<file path="src/rtl/seg_scan_driver.sv">
// Multiplexed 7-segment driver: shadowed digit load, hex decode, leading-zero
// blanking, one blank cycle per digit change, frame-done pulse.
module seg_scan_driver #(
  parameter int NUM_DIGITS    = 4,
  parameter int PRESCALE      = 100000,
  parameter int BLANK_LEADING = 1
) (
  input  logic                    clk,
  input  logic                    rst_n,
  input  logic [4*NUM_DIGITS-1:0] digits_in,
  input  logic [NUM_DIGITS-1:0]   dp_in,
  input  logic                    load,
  output logic                    load_ack,
  output logic [6:0]              seg_n,
  output logic                    dp_n,
  output logic [NUM_DIGITS-1:0]   an_n,
  output logic                    frame_done
);
  localparam int PW = $clog2(PRESCALE);
  localparam int IW = $clog2(NUM_DIGITS);

  logic [PW-1:0]                  pcnt_q, pcnt_d;
  logic [IW-1:0]                  idx_q, idx_d;
  logic [NUM_DIGITS-1:0][3:0]     pend_dig_q, act_dig_q;
  logic [NUM_DIGITS-1:0]          pend_dp_q, act_dp_q;
  logic [6:0]                     seg_q, seg_d;
  logic                           dp_q, dp_d;
  logic [NUM_DIGITS-1:0]          an_q, an_d;
  logic                           ack_q, fdone_q;
  logic                           wrap, last, frame_end;
  logic [NUM_DIGITS-1:0]          blank;
  logic                           run;

  function automatic logic [6:0] hex7(input logic [3:0] v);
    case (v)
      4'h0: hex7 = 7'h40;  4'h1: hex7 = 7'h79;  4'h2: hex7 = 7'h24;  4'h3: hex7 = 7'h30;
      4'h4: hex7 = 7'h19;  4'h5: hex7 = 7'h12;  4'h6: hex7 = 7'h02;  4'h7: hex7 = 7'h78;
      4'h8: hex7 = 7'h00;  4'h9: hex7 = 7'h10;  4'hA: hex7 = 7'h08;  4'hB: hex7 = 7'h03;
      4'hC: hex7 = 7'h46;  4'hD: hex7 = 7'h21;  4'hE: hex7 = 7'h06;  default: hex7 = 7'h0E;
    endcase
  endfunction

  assign wrap      = (pcnt_q == PW'(PRESCALE-1));
  assign last      = (idx_q == IW'(NUM_DIGITS-1));
  assign frame_end = wrap && last;

  always_comb begin
    pcnt_d = wrap ? '0 : pcnt_q + 1'b1;
    idx_d  = idx_q;
    if (wrap) idx_d = last ? '0 : idx_q + 1'b1;
  end

  // A digit is leading-blank when it and everything above it are zero.
  always_comb begin
    blank = '0;
    run   = 1'b1;
    for (int i = NUM_DIGITS-1; i >= 0; i--) begin
      run = run & (act_dig_q[i] == 4'd0);
      if (BLANK_LEADING != 0 && i > 0) blank[i] = run;
    end
  end

  // Anode is computed from next-state so it lines up with pcnt_q when visible.
  always_comb begin
    seg_d = blank[idx_q] ? 7'h7F : hex7(act_dig_q[idx_q]);
    dp_d  = blank[idx_q] ? 1'b1  : ~act_dp_q[idx_q];
    an_d  = '1;
    if (pcnt_d != '0) an_d[idx_d] = 1'b0;
  end

  always_ff @(posedge clk or negedge rst_n) begin
    if (!rst_n) begin
      pcnt_q     <= '0;
      idx_q      <= '0;
      pend_dig_q <= '0;
      pend_dp_q  <= '0;
      act_dig_q  <= '0;
      act_dp_q   <= '0;
      seg_q      <= 7'h7F;
      dp_q       <= 1'b1;
      an_q       <= '1;
      ack_q      <= 1'b0;
      fdone_q    <= 1'b0;
    end else begin
      pcnt_q  <= pcnt_d;
      idx_q   <= idx_d;
      seg_q   <= seg_d;
      dp_q    <= dp_d;
      an_q    <= an_d;
      ack_q   <= load;
      fdone_q <= frame_end;
      if (load) begin
        pend_dig_q <= digits_in;
        pend_dp_q  <= dp_in;
      end
      // Old pending wins on a colliding load: nonblocking read of pend_*_q.
      if (frame_end) begin
        act_dig_q <= pend_dig_q;
        act_dp_q  <= pend_dp_q;
      end
    end
  end

  assign seg_n      = seg_q;
  assign dp_n       = dp_q;
  assign an_n       = an_q;
  assign load_ack   = ack_q;
  assign frame_done = fdone_q;
endmodule

</file>
<file path="config.mk">
export PLATFORM = sky130hd
export DESIGN_NAME = seg_scan_driver
export DESIGN_NICKNAME = d
export VERILOG_FILES = /design/src/rtl/seg_scan_driver.sv
export SDC_FILE = /design/constraint.sdc
export NUM_CORES = 1
export LEC_CHECK = 0
export CAP_MARGIN = 20
export CORE_AREA = 10 10 104 106
export CTS_BUF_LIST = sky130_fd_sc_hd__clkbuf_4 sky130_fd_sc_hd__clkbuf_8 sky130_fd_sc_hd__clkbuf_16
export DETAILED_ROUTE_END_ITERATION = 10
export DIE_AREA = 0 0 114 116
export PLACE_DENSITY = 0.64
export SKIP_CTS_REPAIR_TIMING = 1
export SYNTH_ARGS = -nofsm -noshare
export SYNTH_HDL_FRONTEND = slang
export SYNTH_SLANG_ARGS = --single-unit
</file>
<file path="constraint.sdc">
create_clock -name clk -period 6.3 [get_ports clk]
set_clock_uncertainty 0.1 [all_clocks]
set_input_delay 0.945 -clock clk [delete_from_list [all_inputs] [get_ports clk]]
set_output_delay 0.945 -clock clk [all_outputs]
set_load 0.01 [all_outputs]
</file>
==> results of run 1 <==
## stage by stage
| step | setup WS, ns | total power (µW) | utilization | hold slack (ns) | area, µm² |
|---|---|---|---|---|---|
| global placement | 3.50 | 539 | 0.457 | 0.386 | 3970 |
| finish | 3.41 | 910 | 0.481 | 0.400 | 4180 |
| detailed placement | 3.39 | 540 | 0.457 | 0.387 | 3970 |
| CTS | 3.37 | 923 | 0.481 | 0.401 | 4180 |
| floorplan | 4.25 | 511 | - | 0.364 | 3570 |
| global route | 3.21 | 952 | 0.481 | 0.416 | 4180 |
## sequential cells by signal, indices dropped and copies added, names as in the netlist
name and cells:
act_dig_q 16, pend_dp_q 4, load_ack 1, seg_n 7, dp_n 1, frame_done 1, pcnt_q 17, idx_q 2
pend_dig_q 16, an_n 4, act_dp_q 4
## worst max-delay path, delay by kind of cell, from the launching register on
kind / cells / cell delay (ns)
mux: 1 / 0.45
simple gates: 4 / 1.53
flops: 1 / 0.40
fa+ha+maj: 1 / 0.29
## how the worst max path moves through the flow
| stage | depth (start not counted) | slack, ns | endpoint | start |
|---|---|---|---|---|
| after detailed placement | 6 | 3.39 | act_dig_q[7] | pcnt_q[0] |
| after global placement | 6 | 3.50 | act_dig_q[8] | pcnt_q[0] |
| after global routing | 6 | 3.21 | act_dig_q[1] | pcnt_q[0] |
| after floorplan | 8 | 4.25 | seg_n[3] | idx_q[0] |
| after CTS | 6 | 3.37 | act_dig_q[1] | pcnt_q[0] |
| final | 6 | 3.41 | act_dig_q[6] | pcnt_q[0] |
## kinds of logic after synthesis
group / Yosys count
compound gates: 31
simple gates: 68
fa+ha+maj: 8
xor+xnor: 15
mux: 50
flops: 73
buf+inv: 28
## power breakdown
| part | total, µW | switching (µW) | internal, µW |
|---|---|---|---|
| Clock | 380 | 190 | 190 |
| Sequential | 489 | 7.41 | 482 |
| Combinational | 40.1 | 15.8 | 24.3 |
| Total | 910 | 213 | 696 |
## placed cells by master, fill, tap and decap left out, types with 9 or more instances in the layout
cell type,netlist,layout
dfrtp_1,61,61
xnor2_1,9,9
mux2_2,21,21
inv_1,12,12
clkbuf_8,0,9
nor2_1,10,10
dfstp_2,12,12
mux2_4,20,20
nand2_1,13,13
clkdlybuf4s50_1,0,35
## area by class of cell
cell class	instances	area [µm²]
clock buffers	9	124
clock inverters	7	83.8
repair buffers	37	363
inverters	13	48.8
flip-flops and latches	73	1840
fillers	775	4500
multi-input cells	172	1580
well taps	108	135
## metal layers
layer	vias up	GRT usage	wire length, µm
met5	-	0	0
met4	0	0.0301	73
met3	6	0.0351	432
met2	48	0.153	2900
met1	1098	0.139	3160
li1	1052	-	-
==> flow_metrics.py, run 1 <==
metrics = {
    "synth": {
        "synth_edf_count": 0,
        "yosysTopAreaCell": "dfrtp_1",
        "synth_fa_ha_area_frac": 0.0280,
        "synth_most_common_cell": "dfrtp_1",
        "synth_top_area_frac": 0.427,
        "synthDistinctLibCells": 55,
        "synthXorXnorAreaFrac": 0.0368,
        "synth_top_family_by_area": "multiplexers",
        "synthTopCellsByArea": "dfrtp_1 (43%), dfstp_2 (8.8%), mux2_4 (8.4%), mux2_2 (6.6%), mux4_2 (3.8%)",
        "synth_seq_area_share": 0.515,
        "ys_async_sr_fraction": 1.00,
        "synth_fp_nets": 304,
        "ys.flop_type": "dfrtp_1",
        "synth.avg_cell_area_um2": 13.1,
        "yosysWarningCount": 0,
        "synth_compound_area_frac": 0.0620,
        "synthMuxAreaShare": 0.196,
        "ys_ff_latch": 73,
        "synth_commonest_cells": "dfrtp_1 (61), mux2_2 (21), mux2_4 (20)",
        "synth_area_um2": 3570,
        "synthSimpleGateAreaFrac": 0.119,
        "netlist_instances": 273,
    },
    "routing": {
        "first_iter_violations": 109,
        "ant_nets": 0,
        "vias": 2204,
        "routed_wl_mm": 6.57,
        "viasPerCell": 5.26,
        "wire_per_inst_um": 15.7,
        "drt_first_pass_iters": 4,
        "drcViolationCount": 0,
    },
    "worst_setup_path": {
        "crit_arrival_ns": 3.01,
        "cp_cell_sequence": "ha_1 -> nand4_2 -> or2_1 -> nor3_4 -> nand2_2 -> mux2_4",
        "worstRegToRegCells": 6,
        "start_kind": "flip-flop",
        "worstReg2RegEnd": "act_dig_q[6]",
        "rrSetupSlack_ns": 3.41,
        "r2r_start": "pcnt_q[0]",
        "critPathRequiredTime_ns": 6.43,
        "criticalPathCategory": "flip-flop to flip-flop",
        "critical_path.endpoint_type": "flip-flop",
        "critPathSlowestCell": "nand2_2",
        "cp_max_fo": 20,
        "worst_path_largest_cell_delay_ns": 0.54,
    },
    "cells_and_area": {
        "drive_above_1_share": 0.283,
        "final_cells": 419,
        "area_growth_pct": 16.8,
        "diodes": 0,
        "nNetsFinal": 337,
    },
    "clock_tree": {
        "numCtsBuffers": 9,
        "cts-root-buf": "clkbuf_8",
        "path_clk_slew_ns": 0.09,
        "clk_latency_ns": 0.35,
        "tritoncts": "built",
        "clock_path_buffers": 2,
        "clock_sinks": 73,
        "cts_htree_levels": 3,
    },
    "sta": {
        "setup_viol": 0,
        "post-route-period-util": 0.458,
        "rsz0062_at_grt": "false",
        "fin_crit_ns": 2.89,
        "setup_tns_ns": 0,
        "worst_pin_slew_ns": 0.968,
        "slew_viol_final": 0,
        "relSlewSlack": 0.353,
        "hold_viol_final": 0,
        "fmax_mhz": 347,
    },
    "global_routing": {
        "grt_max_degree": 74,
        "overflow": 0,
        "grt_usage": 0.103,
        "grt_pass1_vias": 2293,
        "grt_pass1_wl_mm": 11.4,
        "antenna_found_initial": 0,
    },
    "min_path": {
        "min_path_type": "flip-flop to flip-flop",
        "holdPathEnd": "act_dig_q[15]",
        "hold_path_depth": 1,
        "min_from": "pend_dig_q[15]",
    },
    "floorplan": {
        "die_area_um2": 13200,
        "die_x_um": 114,
        "start_util": 0.412,
        "dieHeight_um": 116,
        "io_pins": 37,
        "fp.coreArea_um2": 8680,
        "rows": 34,
    },
    "power": {
        "power_density_nw_per_um2": 218,
        "p_leak_uw": 0.00184,
        "ir_drop_mv": 0.132,
    },
    "placed_design": {
        "dp.cells": 403,
        "portBuffers": 36,
        "dp_hpwl_mm": 4.75,
        "gp_congestion": 0.896,
    },
    "job": {
        "cap_violations": 0,
    },
    "run_status": {
        "outcome": "finished, final reports clean",
    },
}
(Power assumes the default switching activity.)
==> run 2, diff against run 1 <==
--- a/config.mk
+++ b/config.mk
@@ -10,7 +10,7 @@
 export CTS_BUF_LIST = sky130_fd_sc_hd__clkbuf_4 sky130_fd_sc_hd__clkbuf_8 sky130_fd_sc_hd__clkbuf_16
 export DETAILED_ROUTE_END_ITERATION = 10
 export DIE_AREA = 0 0 114 116
-export PLACE_DENSITY = 0.64
+export PLACE_DENSITY = 0.66
 export SKIP_CTS_REPAIR_TIMING = 1
 export SYNTH_ARGS = -nofsm -noshare
 export SYNTH_HDL_FRONTEND = slang
==> constraint.sdc (replaced) <==
create_clock -name clk -period 2.5 [get_ports clk]
set_clock_uncertainty 0.1 [all_clocks]
set_input_delay 0.375 -clock clk [delete_from_list [all_inputs] [get_ports clk]]
set_output_delay 0.375 -clock clk [all_outputs]
set_load 0.01 [all_outputs]
==> run 2 against run 1 <==
Against the previous run:
- die area unchanged
- hold slack worse by 0.0030 ns
- count of clock-buffer cells in the layout unchanged
- fmax is 26% higher
- sequential power rose to 2.5 times the previous value
- critical endpoint is now an_n[3]
- largest cell class unchanged
- highest routed layer unchanged
==> flow_metrics.py, run 2 (synthesis results as in run 1) <==
metrics = {
    "run_status": {
        "outcome": "finished, final reports clean",
    },
    "global_routing": {
        "grt.met1_usage": 0.152,
        "grt_usage": 0.109,
        "grt_pass1_vias": 2343,
        "grt_pass1_wl_mm": 11.7,
        "use_met2": 0.153,
        "grt-busiest-layer": "met2",
        "antenna_found_initial": 0,
        "grt_max_degree": 43,
        "grt_util_met3": 0.0331,
        "overflow": 0,
    },
    "floorplan": {
        "start_util": 0.412,
        "dieHeight_um": 116,
        "die_x_um": 114,
        "io_pins": 37,
        "rows": 34,
        "die_area_um2": 13200,
        "fp.coreArea_um2": 8680,
    },
    "worst_setup_path": {
        "cp_max_fo": 12,
        "r2r_start": "pcnt_q[0]",
        "worstReg2RegEnd": "an_n[3]",
        "criticalPathCategory": "flip-flop to flip-flop",
        "worstRegToRegCells": 8,
        "start_kind": "flip-flop",
        "critical_path.endpoint_type": "flip-flop",
        "endpoint": "an_n[3]",
        "critPathRequiredTime_ns": 2.68,
        "critPathLaunch": "pcnt_q[0]",
        "rrSetupSlack_ns": 0.21,
        "crit_arrival_ns": 2.47,
    },
    "clock_tree": {
        "clock_sinks": 73,
        "cts-root-buf": "clkbuf_8",
        "tritoncts": "built",
        "path_clk_slew_ns": 0.08,
        "cts_htree_levels": 3,
        "clk_latency_ns": 0.35,
        "numCtsBuffers": 9,
        "clock_path_buffers": 2,
    },
    "routing": {
        "drt_first_pass_iters": 4,
        "routed_wl_mm": 6.73,
        "vias": 2226,
        "ant_nets": 0,
        "drcViolationCount": 0,
        "first_iter_violations": 101,
        "viasPerCell": 5.19,
        "wire_per_inst_um": 15.7,
    },
    "sta": {
        "hold_viol_final": 0,
        "rsz0062_at_grt": "false",
        "relSlewSlack": 0.657,
        "setup_viol": 0,
        "fmax_mhz": 437,
        "slew_viol_final": 0,
        "worst_pin_slew_ns": 0.515,
        "fin_crit_ns": 2.29,
        "post-route-period-util": 0.915,
        "setup_tns_ns": 0,
    },
    "power": {
        "p_leak_uw": 0.00187,
        "power_density_nw_per_um2": 518,
        "ir_drop_mv": 0.279,
    },
    "cells_and_area": {
        "design_area_um2": 4230,
        "final_common_cell": "dfrtp_1",
        "fillerInstances": 797,
        "drive_above_1_share": 0.305,
        "final_cell_mix": "dfrtp_1 (61), clkdlybuf4s50_1 (35), mux2_2 (21)",
        "largest_reg_flops": 17,
        "top_regs": "pcnt_q (17), act_dig_q (16), pend_dig_q (16)",
        "diodes": 0,
        "area_growth_pct": 18.4,
        "top_register": "pcnt_q",
        "nNetsFinal": 347,
    },
    "placed_design": {
        "place_area_um2": 4040,
        "portBuffers": 36,
        "dp_hpwl_mm": 4.86,
        "gp_congestion": 0.875,
    },
    "min_path": {
        "min_path_type": "primary input to flip-flop",
    },
    "job": {
        "cap_violations": 0,
    },
}
==> run 2: cell count changes in the layout (fill, tap and decap cells not counted), sizes merged <==
cell and change:
buf +9, dlygate4sd3 +1, bufinv -1, clkinvlp +1
==> run 2: worst min path at each step <==
stage / from / to / slack (ns) / depth (start not counted)
2_1_floorplan: rst_n / act_dig_q[0] / -0.02 / 0
3_3_place_gp: rst_n / pcnt_q[15] / 0.33 / 2
3_5_place_dp: rst_n / pcnt_q[15] / 0.33 / 2
4_1_cts: rst_n / pcnt_q[7] / -0.05 / 2
5_1_grt: load / load_ack / 0.41 / 1
6_report: load / load_ack / 0.40 / 1
==> run 2: area by class of cell <==
| class | instances | area, µm² | share of cell area |
|---|---|---|---|
| clock buffers | 9 | 124 | 0.0293 |
| inverters | 13 | 48.8 | 0.0115 |
| flip-flops and latches | 73 | 1840 | 0.435 |
| multi-input cells | 172 | 1580 | 0.374 |
| clock inverters | 7 | 58.8 | 0.0139 |
| repair buffers | 47 | 440 | 0.104 |
| well taps | 108 | 135 | 0.0319 |
==> run 2: report_power, final <==
group | leakage (µW) | internal [µW] | switching, µW
clock network | 0.0000872 | 375 | 482
logic | 0.000869 | 64.0 | 41.2
registers | 0.000915 | 1210 | 17.8
total | 0.00187 | 1650 | 541
==> run 2: critical path: stages (launching register included) <==
cell     delay (ns)
dfrtp_1        0.40
ha_1           0.30
nand4_2        0.18
or2_1          0.32
nor3_4         0.20
buf_4          0.24
mux2i_2        0.28
inv_1          0.11
nand3_1        0.10
==> run 2: stage by stage <==
stage | instances | util | hold WS [ns] | power (µW) | setup WS (ns)
after global placement | 412 | 0.465 | 0.330 | 1360 | 0.250
after global routing | 429 | 0.488 | 0.412 | 2300 | 0.00657
after detailed placement | 412 | 0.465 | 0.335 | 1360 | 0.205
after floorplan | 273 | - | -0.0206 | 1290 | 0.454
after CTS | 428 | 0.486 | -0.0520 | 2230 | 0.179
final | 429 | 0.488 | 0.397 | 2190 | 0.214
==> run 2: metal layers <==
layer  wire length, µm  vias up  part of all wire
met4               102        0             0.015
met1              3370     1080              0.50
met3               377        7             0.056
met2              2880       66              0.43
li1                  -     1073                 -
met5                 0        -                 0
==> run 3, diff against run 2 <==
--- a/config.mk
+++ b/config.mk
@@ -6,10 +6,11 @@
 export NUM_CORES = 1
 export LEC_CHECK = 0
 export CAP_MARGIN = 20
-export CORE_AREA = 10 10 104 106
+export CORE_AREA = 2 2 96 98
 export CTS_BUF_LIST = sky130_fd_sc_hd__clkbuf_4 sky130_fd_sc_hd__clkbuf_8 sky130_fd_sc_hd__clkbuf_16
+export CTS_CLUSTER_SIZE = 8
 export DETAILED_ROUTE_END_ITERATION = 10
-export DIE_AREA = 0 0 114 116
+export DIE_AREA = 0 0 98 100
 export PLACE_DENSITY = 0.66
 export SKIP_CTS_REPAIR_TIMING = 1
 export SYNTH_ARGS = -nofsm -noshare
==> run 3 against run 2 <==
Against the previous run:
- hold slack better by 0.014 ns
- largest power group unchanged
- largest cell class unchanged
- power up 4.7%
- fmax down 2.0%
==> flow_metrics.py, run 3 (synthesis results as in run 1) <==
metrics = {
    "run_status": {
        "outcome": "finished, final reports clean",
    },
    "routing": {
        "wire_per_inst_um": 14.9,
        "routedLengthMet1_mm": 3.10,
        "drcViolationCount": 0,
        "met2WireLength_mm": 2.98,
        "first_iter_violations": 73,
        "routed_wl_mm": 6.40,
        "wl_met3_um": 226,
        "vias": 2219,
        "topRoutingLayerUsed": "met4",
        "drt_first_pass_iters": 4,
        "viasPerCell": 5.17,
        "ant_nets": 0,
    },
    "global_routing": {
        "overflow": 0,
        "antenna_found_initial": 0,
        "grt_pass1_vias": 2205,
        "grt_usage": 0.141,
        "grt_pass1_wl_mm": 10.9,
        "grt_max_degree": 46,
    },
    "clock_tree": {
        "clk_latency_ns": 0.34,
        "path_clk_slew_ns": 0.08,
        "cts-root-buf": "clkbuf_8",
        "numCtsBuffers": 9,
        "clock_path_buffers": 2,
        "cts_htree_levels": 3,
        "clock_sinks": 73,
        "tritoncts": "built",
    },
    "worst_setup_path": {
        "cp_cell_sequence": "ha_1 -> nand4_2 -> or2_1 -> nor3_4 -> buf_4 -> mux2i_1 -> inv_1 -> nand3_1",
        "critical_path.endpoint_type": "flip-flop",
        "critPathRequiredTime_ns": 2.68,
        "start_kind": "flip-flop",
        "critPathSlowestCell": "dfrtp_1",
        "crit_arrival_ns": 2.51,
        "worst_path_largest_cell_delay_ns": 0.40,
        "cp_max_fo": 12,
        "criticalPathCategory": "flip-flop to flip-flop",
    },
    "power": {
        "power.total_uw": 2300,
        "ir_drop_mv": 0.253,
        "p_sw_frac": 0.233,
        "power_frac_comb": 0.046,
        "power_density_nw_per_um2": 541,
        "p_leak_uw": 0.00188,
        "pwr-share-clk": 0.417,
        "seqPwrFrac": 0.537,
        "power_switching_uw": 536,
        "p_int_uw": 1760,
    },
    "sta": {
        "fmax_mhz": 429,
        "relSlewSlack": 0.556,
        "rsz0062_at_grt": "false",
        "post-route-period-util": 0.933,
        "slew_viol_final": 0,
        "hold_viol_final": 0,
        "setup_tns_ns": 0,
        "setup_viol": 0,
        "worst_pin_slew_ns": 0.666,
        "fin_crit_ns": 2.33,
    },
    "min_path": {
        "min_path_type": "flip-flop to flip-flop",
    },
    "cells_and_area": {
        "layout.area.seq_um2": 1840,
        "final_common_cell": "dfrtp_1",
        "largest_reg_flops": 17,
        "nNetsFinal": 344,
        "fillerInstances": 789,
        "final_cell_mix": "dfrtp_1 (61), clkdlybuf4s50_1 (35), mux2_2 (21)",
        "area_growth_pct": 18.8,
        "drive_above_1_share": 0.296,
        "top_regs": "pcnt_q (17), act_dig_q (16), pend_dig_q (16)",
        "multi_input_area_um2": 1580,
        "diodes": 0,
        "top_register": "pcnt_q",
    },
    "job": {
        "cap_violations": 0,
    },
    "floorplan": {
        "dieHeight_um": 100,
        "io_pins": 37,
        "rows": 35,
        "die_x_um": 98,
        "die_area_um2": 9800,
        "fp.coreArea_um2": 8890,
        "start_util": 0.402,
    },
    "placed_design": {
        "portBuffers": 36,
        "dp_hpwl_mm": 4.60,
        "gp_congestion": 0.899,
    },
}
[run 3: power groups by stage]
stage               clock (µW)  combinational (µW)  sequential [µW]
global placement             0                 105             1250
finish                     958                 106             1230
detailed placement           0                 109             1260
global route              1050                 119             1240
CTS                        994                 108             1230
floorplan                    0                39.8             1250
[run 3: worst max-delay path: cells and delay by family, from the launching register on]
kind | cells | cell delay, ns
buffers and inverters | 2 | 0.35
adder cells (fa/ha/maj) | 1 | 0.29
multiplexers | 1 | 0.31
flip-flops | 1 | 0.40
AND/OR/NAND/NOR | 4 | 0.80
[run 3: per-stage QoR]
stage	area, µm²	util	setup slack, ns	std cells	hold WS (ns)
after detailed placement	4030	0.453	0.187	412	0.346
after global placement	4030	0.453	0.211	412	0.345
after floorplan	3570	-	0.454	273	-0.0206
after global routing	4250	0.478	0.0240	429	0.428
after CTS	4240	0.477	0.157	428	-0.0384
final	4250	0.478	0.168	429	0.411
[run 3: routing by layer]
layer,vias to the layer above,GRT usage
li1,1064,-
met1,1096,0.194
met2,49,0.214
met3,10,0.0327
met4,0,0.0588
met5,-,0
[run 3: path summary, 6_finish.rpt]
path	start	endpoint	cells after the start	slack, ns
max in group asynchronous	rst_n	an_n[0]	3	1.07
max	pcnt_q[0]	an_n[3]	8	0.17
min	pcnt_q[0]	pcnt_q[0]	1	0.41
max reg2reg	pcnt_q[0]	an_n[3]	8	0.17
min in group asynchronous	rst_n	act_dig_q[11]	2	0.51
min reg2reg	pcnt_q[0]	pcnt_q[0]	1	0.41
[run 3: cell type report]
class                      count  area share
clock buffer                   9      0.0292
multi-input combinational    172       0.372
timing repair buffer          44       0.101
tap                          111      0.0327
sequential                    73       0.434
clock inverter                 7      0.0197
inverter                      13      0.0115
